`src/rtl/connect4_drop_ctrl.sv`:
```
// Connect-4 drop controller: accepts a column, lets the piece fall to the lowest
// empty row, scores the four line directions through the new piece, tracks the winner.
//
// state  | meaning
// IDLE   | waiting for a drop request, move_ready high
// SCAN   | walking up the latched column from row 5 looking for an empty cell
// PLACE  | writing the mover's colour into the found cell
// CHECK  | four cycles, one line direction per cycle, through the placed cell
// RESULT | move_done pulse; declare win/draw or hand the turn over
// OVER   | game finished, board frozen until new_game or rst
module connect4_drop_ctrl (
    input  logic                   clk,
    input  logic                   rst,
    input  logic                   new_game,
    input  logic                   move_valid,
    input  logic [2:0]             move_col,
    output logic                   move_ready,
    output logic [5:0][6:0][1:0]   board,
    output logic [1:0]             cur_player,
    output logic [1:0]             winner,
    output logic                   game_over,
    output logic                   move_done,
    output logic                   move_reject
);

    typedef enum logic [2:0] {IDLE, SCAN, PLACE, CHECK, RESULT, OVER} state_t;

    state_t                 state_q, state_d;
    logic [5:0][6:0][1:0]   board_q, board_d;
    logic [1:0]             player_q, player_d;
    logic [1:0]             winner_q, winner_d;
    logic [2:0]             col_q, col_d;
    logic [2:0]             row_q, row_d;
    logic [5:0]             cnt_q, cnt_d;
    logic [1:0]             dir_q, dir_d;
    logic                   win_q, win_d;
    logic [2:0]             run_len;

    // Length of the same-colour line through (row_q, col_q) in direction dir_q,
    // counting at most three cells on each side and stopping at the board edge.
    always_comb begin
        int  dr;
        int  dc;
        int  r;
        int  c;
        logic go;
        dr = 0;
        dc = 1;
        r  = 0;
        c  = 0;
        go = 1'b0;
        case (dir_q)
            2'd0:    begin dr = 0; dc = 1;  end
            2'd1:    begin dr = 1; dc = 0;  end
            2'd2:    begin dr = 1; dc = 1;  end
            default: begin dr = 1; dc = -1; end
        endcase
        run_len = 3'd1;
        for (int s = 0; s < 2; s++) begin
            go = 1'b1;
            for (int k = 1; k <= 3; k++) begin
                r = int'(row_q) + ((s == 0) ? k * dr : -k * dr);
                c = int'(col_q) + ((s == 0) ? k * dc : -k * dc);
                if (go && r >= 0 && r <= 5 && c >= 0 && c <= 6) begin
                    if (board_q[r[2:0]][c[2:0]] == player_q)
                        run_len = run_len + 3'd1;
                    else
                        go = 1'b0;
                end else begin
                    go = 1'b0;
                end
            end
        end
    end

    always_comb begin
        state_d     = state_q;
        board_d     = board_q;
        player_d    = player_q;
        winner_d    = winner_q;
        col_d       = col_q;
        row_d       = row_q;
        cnt_d       = cnt_q;
        dir_d       = dir_q;
        win_d       = win_q;
        move_done   = 1'b0;
        move_reject = 1'b0;
        case (state_q)
            IDLE: begin
                if (move_valid) begin
                    col_d   = move_col;
                    row_d   = 3'd5;
                    win_d   = 1'b0;
                    state_d = SCAN;
                end
            end
            SCAN: begin
                if (col_q > 3'd6) begin
                    move_reject = 1'b1;
                    state_d     = IDLE;
                end else if (board_q[row_q][col_q] == 2'b00) begin
                    state_d = PLACE;
                end else if (row_q != 3'd0) begin
                    row_d = row_q - 3'd1;
                end else begin
                    move_reject = 1'b1;
                    state_d     = IDLE;
                end
            end
            PLACE: begin
                board_d[row_q][col_q] = player_q;
                cnt_d   = cnt_q + 6'd1;
                dir_d   = 2'd0;
                state_d = CHECK;
            end
            CHECK: begin
                if (run_len >= 3'd4)
                    win_d = 1'b1;
                dir_d = dir_q + 2'd1;
                if (dir_q == 2'd3)
                    state_d = RESULT;
            end
            RESULT: begin
                move_done = 1'b1;
                if (win_q) begin
                    winner_d = player_q;
                    state_d  = OVER;
                end else if (cnt_q == 6'd42) begin
                    winner_d = 2'b11;
                    state_d  = OVER;
                end else begin
                    player_d = (player_q == 2'b01) ? 2'b10 : 2'b01;
                    state_d  = IDLE;
                end
            end
            OVER: begin
            end
            default: state_d = IDLE;
        endcase
        // A clear discards whatever move is in flight, including its pulse.
        if (new_game || rst) begin
            board_d     = '0;
            player_d    = 2'b01;
            winner_d    = 2'b00;
            cnt_d       = '0;
            win_d       = 1'b0;
            state_d     = IDLE;
            move_done   = 1'b0;
            move_reject = 1'b0;
        end
    end

    always_ff @(posedge clk) begin
        if (rst) begin
            state_q  <= IDLE;
            board_q  <= '0;
            player_q <= 2'b01;
            winner_q <= 2'b00;
            col_q    <= '0;
            row_q    <= '0;
            cnt_q    <= '0;
            dir_q    <= '0;
            win_q    <= 1'b0;
        end else begin
            state_q  <= state_d;
            board_q  <= board_d;
            player_q <= player_d;
            winner_q <= winner_d;
            col_q    <= col_d;
            row_q    <= row_d;
            cnt_q    <= cnt_d;
            dir_q    <= dir_d;
            win_q    <= win_d;
        end
    end

    assign move_ready = (state_q == IDLE);
    assign game_over  = (state_q == OVER);
    assign board      = board_q;
    assign cur_player = player_q;
    assign winner     = winner_q;

endmodule

```
`config.mk`:
```
export PLATFORM = sky130hd
export DESIGN_NAME = connect4_drop_ctrl
export DESIGN_NICKNAME = d
export VERILOG_FILES = /design/src/rtl/connect4_drop_ctrl.sv
export SDC_FILE = /design/constraint.sdc
export NUM_CORES = 1
export LEC_CHECK = 0
export BUFFER_PORTS_ARGS = -buffer_cell sky130_fd_sc_hd__clkbuf_2
export CAP_MARGIN = 10
export CORE_MARGIN = 3
export CORE_UTILIZATION = 60
export DETAILED_ROUTE_END_ITERATION = 7
export PLACE_DENSITY = 0.8
export SLEW_MARGIN = 25
export SYNTH_ARGS = -nofsm -noshare
export SYNTH_HDL_FRONTEND = slang
export SYNTH_SLANG_ARGS = --single-unit
export TNS_END_PERCENT = 10
```
`constraint.sdc`:
```
create_clock -name clk -period 10.25 [get_ports clk]
set_clock_uncertainty 0.2 [all_clocks]
set_input_delay 1.5375 -clock clk [delete_from_list [all_inputs] [get_ports clk]]
set_output_delay 1.5375 -clock clk [all_outputs]
set_load 0.02 [all_outputs]
```
Word level (Yosys, flattened, before mapping)
Index checks and enable logic that the tools add are counted.
{"block": "word_totals", "reg_bits": 106, "inputBits": 7, "output_inout_bits": 92}
{"block": "op_classes", "n_addsub": 24, "mul": 4, "n_lt_le_gt_ge": 42, "n_eq_ne": 23, "muxes": 82, "bitwise_logic": 3, "reduce_logical": 41}
{"cell": "4-bit by 32-bit adder with 32-bit output", "n": 10}
{"cell": "32-bit by 1-bit greater-or-equal comparator with 1-bit output (second input constant)", "n": 10}
{"cell": "32-bit by 4-bit less-or-equal comparator with 1-bit output (second input constant)", "n": 10}
{"cell": "14-bit binary-select mux with 3-bit select", "n": 7}
{"cell": "14-bit 2-to-1 mux", "n": 8}
{"cell": "84-bit bitwise mux", "n": 1}
{"cell": "3-bit by 32-bit multiplier with 32-bit output (first input constant)", "n": 2}
{"cell": "32-bit one-hot mux with 2 select lines", "n": 1}
{"cell": "3-bit 2-to-1 mux", "n": 21}
{"cell": "3-bit by 4-bit less-than comparator with 1-bit output (second input constant)", "n": 14}
{"cell": "2-bit binary-select mux with 3-bit select", "n": 7}
{"cell": "14-bit demux with 3-bit select", "n": 1}
{"cell": "1-bit negation with 32-bit output", "n": 1}
{"cell": "32-bit negation", "n": 1}
{"cell": "1-bit negation with 31-bit output", "n": 1}
{"cell": "31-bit negation", "n": 1}
{"cell": "2-bit 2-to-1 mux", "n": 13}
{"cell": "1-bit logical AND", "n": 24}
{"cell": "1-bit 2-to-1 mux", "n": 18}
{"cell": "3-bit one-hot mux with 6 select lines", "n": 1}
{"cell": "3-bit by 1-bit adder with 3-bit output (second input constant)", "n": 5}
{"cell": "2-bit equality test", "n": 6}
{"cell": "2-bit inequality test (second input constant)", "n": 6}
{"cell": "2-bit nonzero test", "n": 4}
{"cell": "35 further kinds", "n": 46}

Depth between registers and ports, before layout
{"block": "logic_depth", "ltp_word": 32, "mapped_depth": 33, "mapped_depth_nobuf": 33}

Least setup slack after synthesis
Ideal clock, no wire load.
{"block": "synth_timing", "kind": "flip-flop to flip-flop", "start": "register dir_q[0]", "end": "register win_q", "setup_time_ns": 0.058, "arrival_ns": 7.379, "required_time_ns": 9.992, "setup_slack_ns": 2.613, "path_stages_with_launch": 32, "path_buffers": 2, "synth_period_minus_slack_ns": 7.637, "cell_sequence": "dfxtp_1 > ha_1 > clkbuf_1 > clkinv_1 > ha_1 > inv_1 > ha_1 > buf_2 > or2_2 > a31oi_1 > a22o_1 > o311a_1 > a2111oi_0 > nor4_4 > inv_1 > ha_1 > nor2_1 > nor2_1 > ha_1 > inv_1 > nor3_1 > a221o_1 > ha_1 > nand4_1 > a2111oi_0 > or4bb_1 > or4_1 > nand2b_1 > o221ai_1 > xor3_1 > nor2_1 > o211a_1"}
{"block": "synth_between", "elab_chain_cells": 32, "word_cells_on_any_way": 130, "cone_classes": "add/sub (21); mul (4); order compare (25); eq/ne (9); mux (46); reduce/logical (25)"}
{"element": "start: declaration", "line": "35", "text": "logic [1:0] dir_q, dir_d;"}
{"element": "start signal: assignment", "line": "172", "text": "dir_q <= dir_d;"}
{"element": "parallel branches: the longest is 28 deep, another holds 3-bit by 32-bit multiplier with 32-bit output"}
{"element": "3-bit 2-to-1 mux (*)", "line": "64", "text": "if (go && r >= 0 && r <= 5 && c >= 0 && c <= 6) begin"}
{"element": "3-bit greater-or-equal comparator (*)", "line": "117", "text": "if (run_len >= 3'd4)"}
{"element": "2-bit inequality test (no source line) (*)"}
{"element": "3-bit AND reduction (no source line) (*)"}
{"element": "end signal: assignment", "line": "173", "text": "win_q <= win_d;"}
{"element": "end: declaration", "line": "36", "text": "logic win_q, win_d;"}
Every way passes the cells marked *. The select of a mux whose other input is x is not followed.
A chain may end at the register's enable or synchronous reset.

Final worst setup path
Ends and elaborated chain as after synthesis.

==> flow_summary.yaml <==
cells_and_area:
  nets: 1444
  finalInstanceArea_mm2: 0.0117
  final_util_pct: 67.0
  area_growth_pct: 7.91
  seq_area_mm2: 0.00213
  antennaDiodeCount: 0
  fillerInstances: 1446
  multi_input_area_mm2: 0.00810
  drive_gt1_share_pct: 18.5
pwr:
  switching_share_pct: 37.1
  sequentialPowerShare_pct: 37.2
  p_comb_share_pct: 29.6
  clkPwrFrac_pct: 33.1
  power.total_mw: 1.12
  powerDensity_mw_per_mm2: 96.0
  p_switching_mw: 0.418
  p_int_mw: 0.707
  ir_drop_v: 0.0000837
  p_leak_nw: 4.32
worst_setup_path:
  worstSetupPathType: "flip-flop to flip-flop"
  critPathMostFrequentCell: "ha_1"
  critPathRequiredTime_ns: 10.38
  crit_slowest_cell: "a2111oi_0"
  reg2reg_to: "win_q"
  cp-end-kind: "flip-flop"
  arrival_ns: 9.02
  r2r_setup_slack_ns: 1.36
  r2r-start: "dir_q[0]"
  cp_max_fo: 18
  start_kind: "flip-flop"
  max_stage_delay_ns: 0.73
  r2r_cells: 29
sta:
  finalSetupViolCount: 0
  post-route-min-period_ns: 8.89
  drv_slew: 0
  finalHoldViolCount: 0
  maxSlewHeadroom_pct: 31.2
  tightest_slew_ns: 1.03
  period_share_pct: 86.8
  rsz0062_at_grt: "false"
  fmax_ghz: 0.112
  fin_setup_tns_ns: 0
routing:
  drc: 0
  postRouteWirelength_um: 39700
  drt_iter0_drc: 2003
  vias: 11400
  dr.pass1.iters: 7
  via_per_inst: 7.20
  final_antenna_net_count: 0
  wl_per_cell_um: 25.0
floorplan:
  die-area_mm2: 0.0197
  core-area_mm2: 0.0175
  start_util_pct: 62.1
  io-pin-count: 99
  die_w_um: 141
  rows: 48
  die_y_um: 141
placement:
  port_buffers: 98
  hpwl_um: 28500
  placedInstanceArea_mm2: 0.0114
  globalplace.congestion: 1.05
synthesis:
  synth_common_cells: "nand2_1, a21oi_1, dfxtp_1"
  synth-edff-count: 0
  yosysWarnings: 0
  syn_inst: 1317
  synth_top_cell_by_area: "dfxtp_1"
  syn_area_per_cell_um2: 8.24
  yosysSeqAreaShare_pct: 19.5
  synth_most_common_cell: "nand2_1"
  synth_nets: 1406
  synthArstFlopShare_pct: 0
  synth_area_mm2: 0.0109
  synth-seq-cells: 106
  synthDominantCellAreaShare_pct: 19.5
  ys_top_cells_by_area: "dfxtp_1, mux4_2, ha_1"
  yosys.cell_types.count: 90
  synth_ff_type: "dfxtp_1"
min_path:
  whs_endpoint: "cnt_q[5]"
  holdPathStages: 2
  hold_class: "flip-flop to flip-flop"
  min_from: "cnt_q[5]"
cts:
  cts-hold-fix-buffers: 0
  cts_max_level: 3
  postCtsSetupRepairBufs: 0
  path_clk_slew_ns: 0.09
  cts-root-buf: "clkbuf_16"
  cts_tree: "built"
  insertion_delay_ns: 0.37
  cts_sinks: 106
  post_cts_resized: 0
  clock_path_buffers: 2
  numCtsBuffers: 9
run:
  cap_violations: 0
global_route:
  overflow: 0
  grt_max_degree: 98
  grt_pass1_wl_um: 60300
  grt_pass1_vias: 10400
  track_usage_pct: 38.9
  grt_antenna_before_repair: 0
status:
  status: "completed"
flip-flops by register name, summed over array words and instances (netlist names):
name,cells
state_q,3
winner,2
dir_q,2
cur_player,2
col_q,3
board,84
row_q,3
cnt_q,6
win_q,1
per-layer routing:
layer / wire [µm] / GRT usage (%) / vias up
met5: 0 / 0 / -
met2: 16600 / 57.1 / 873
met3: 6120 / 11.6 / 185
li1: - / - / 5019
met4: 1810 / 13.4 / 0
met1: 15100 / 54.7 / 5341
per-stage QoR:
stage          hold slack [ns]  cells  setup slack, ns
4_1_cts                  0.299   1585             1.42
2_1_floorplan            0.258   1317             2.61
3_5_place_dp             0.285   1569             1.42
5_1_grt                  0.349   1585            0.622
6_report                 0.303   1585             1.36
3_3_place_gp             0.274   1569             1.72
logic make-up after synthesis:
kind of cell,Yosys count,share of synthesized area (%)
AO/OA/AOI/OAI,308,18.7
XOR/XNOR,25,2.43
adder cells (fa/ha/maj),82,9.87
buffers and inverters,153,6.55
flip-flops,106,19.5
multiplexers,147,20.6
AND/OR/NAND/NOR,496,22.3
worst max-delay path by stage:
stage	endpoint	start	slack, ns
2_1_floorplan	win_q	dir_q[0]	2.61
3_3_place_gp	win_q	dir_q[0]	1.72
3_5_place_dp	win_q	dir_q[0]	1.42
4_1_cts	win_q	dir_q[0]	1.42
5_1_grt	win_q	dir_q[0]	0.62
6_report	win_q	dir_q[0]	1.36
power groups by stage:
stage	clock, mW	combinational (mW)	sequential (mW)
4_1_cts	0.373	0.323	0.418
3_5_place_dp	0	0.322	0.428
5_1_grt	0.382	0.355	0.419
3_3_place_gp	0	0.319	0.428
6_report	0.373	0.333	0.419
2_1_floorplan	0	0.254	0.427
critical path: cells and delay by family, from the launching register on:
kind                       cells  cell delay, ns
xor gates and xnor gates       1            0.43
buffers and inverters          4            0.87
DFF                            1            0.46
AOI/OAI and AO/OA              8            2.31
adders and majority gates      6            2.68
and+or+nand+nor               10            1.87
layout by cell type, fill, tap and decap left out, drive strengths merged, types with 8 or more instances in the layout:
master and instances:
nand2 166, a21oi 125, clkbuf 107, dfxtp 106
nand3 100, nor2 76, ha 76, mux2i 64
mux4 56, inv 55, nor3 54, o21ai 33
buf 28, mux2 27, nor2b 18, a211oi 17
xnor2 17, a31oi 16, nand4 14, o211ai 13
o31ai 12, nand2b 10, o2111ai 9, and2 9
a311oi 8, a221o 8, nor4 8
area by class of cell:
cell class,instances,area share (%)
Tap cell,225,2.40
Inverter,54,1.73
Clock inverter,7,0.662
Multi-Input combinational cell,1058,69.2
Clock buffer,9,1.92
Timing Repair Buffer,126,5.98
Sequential cell,106,18.1
Power figures use the tool's default switching activity.
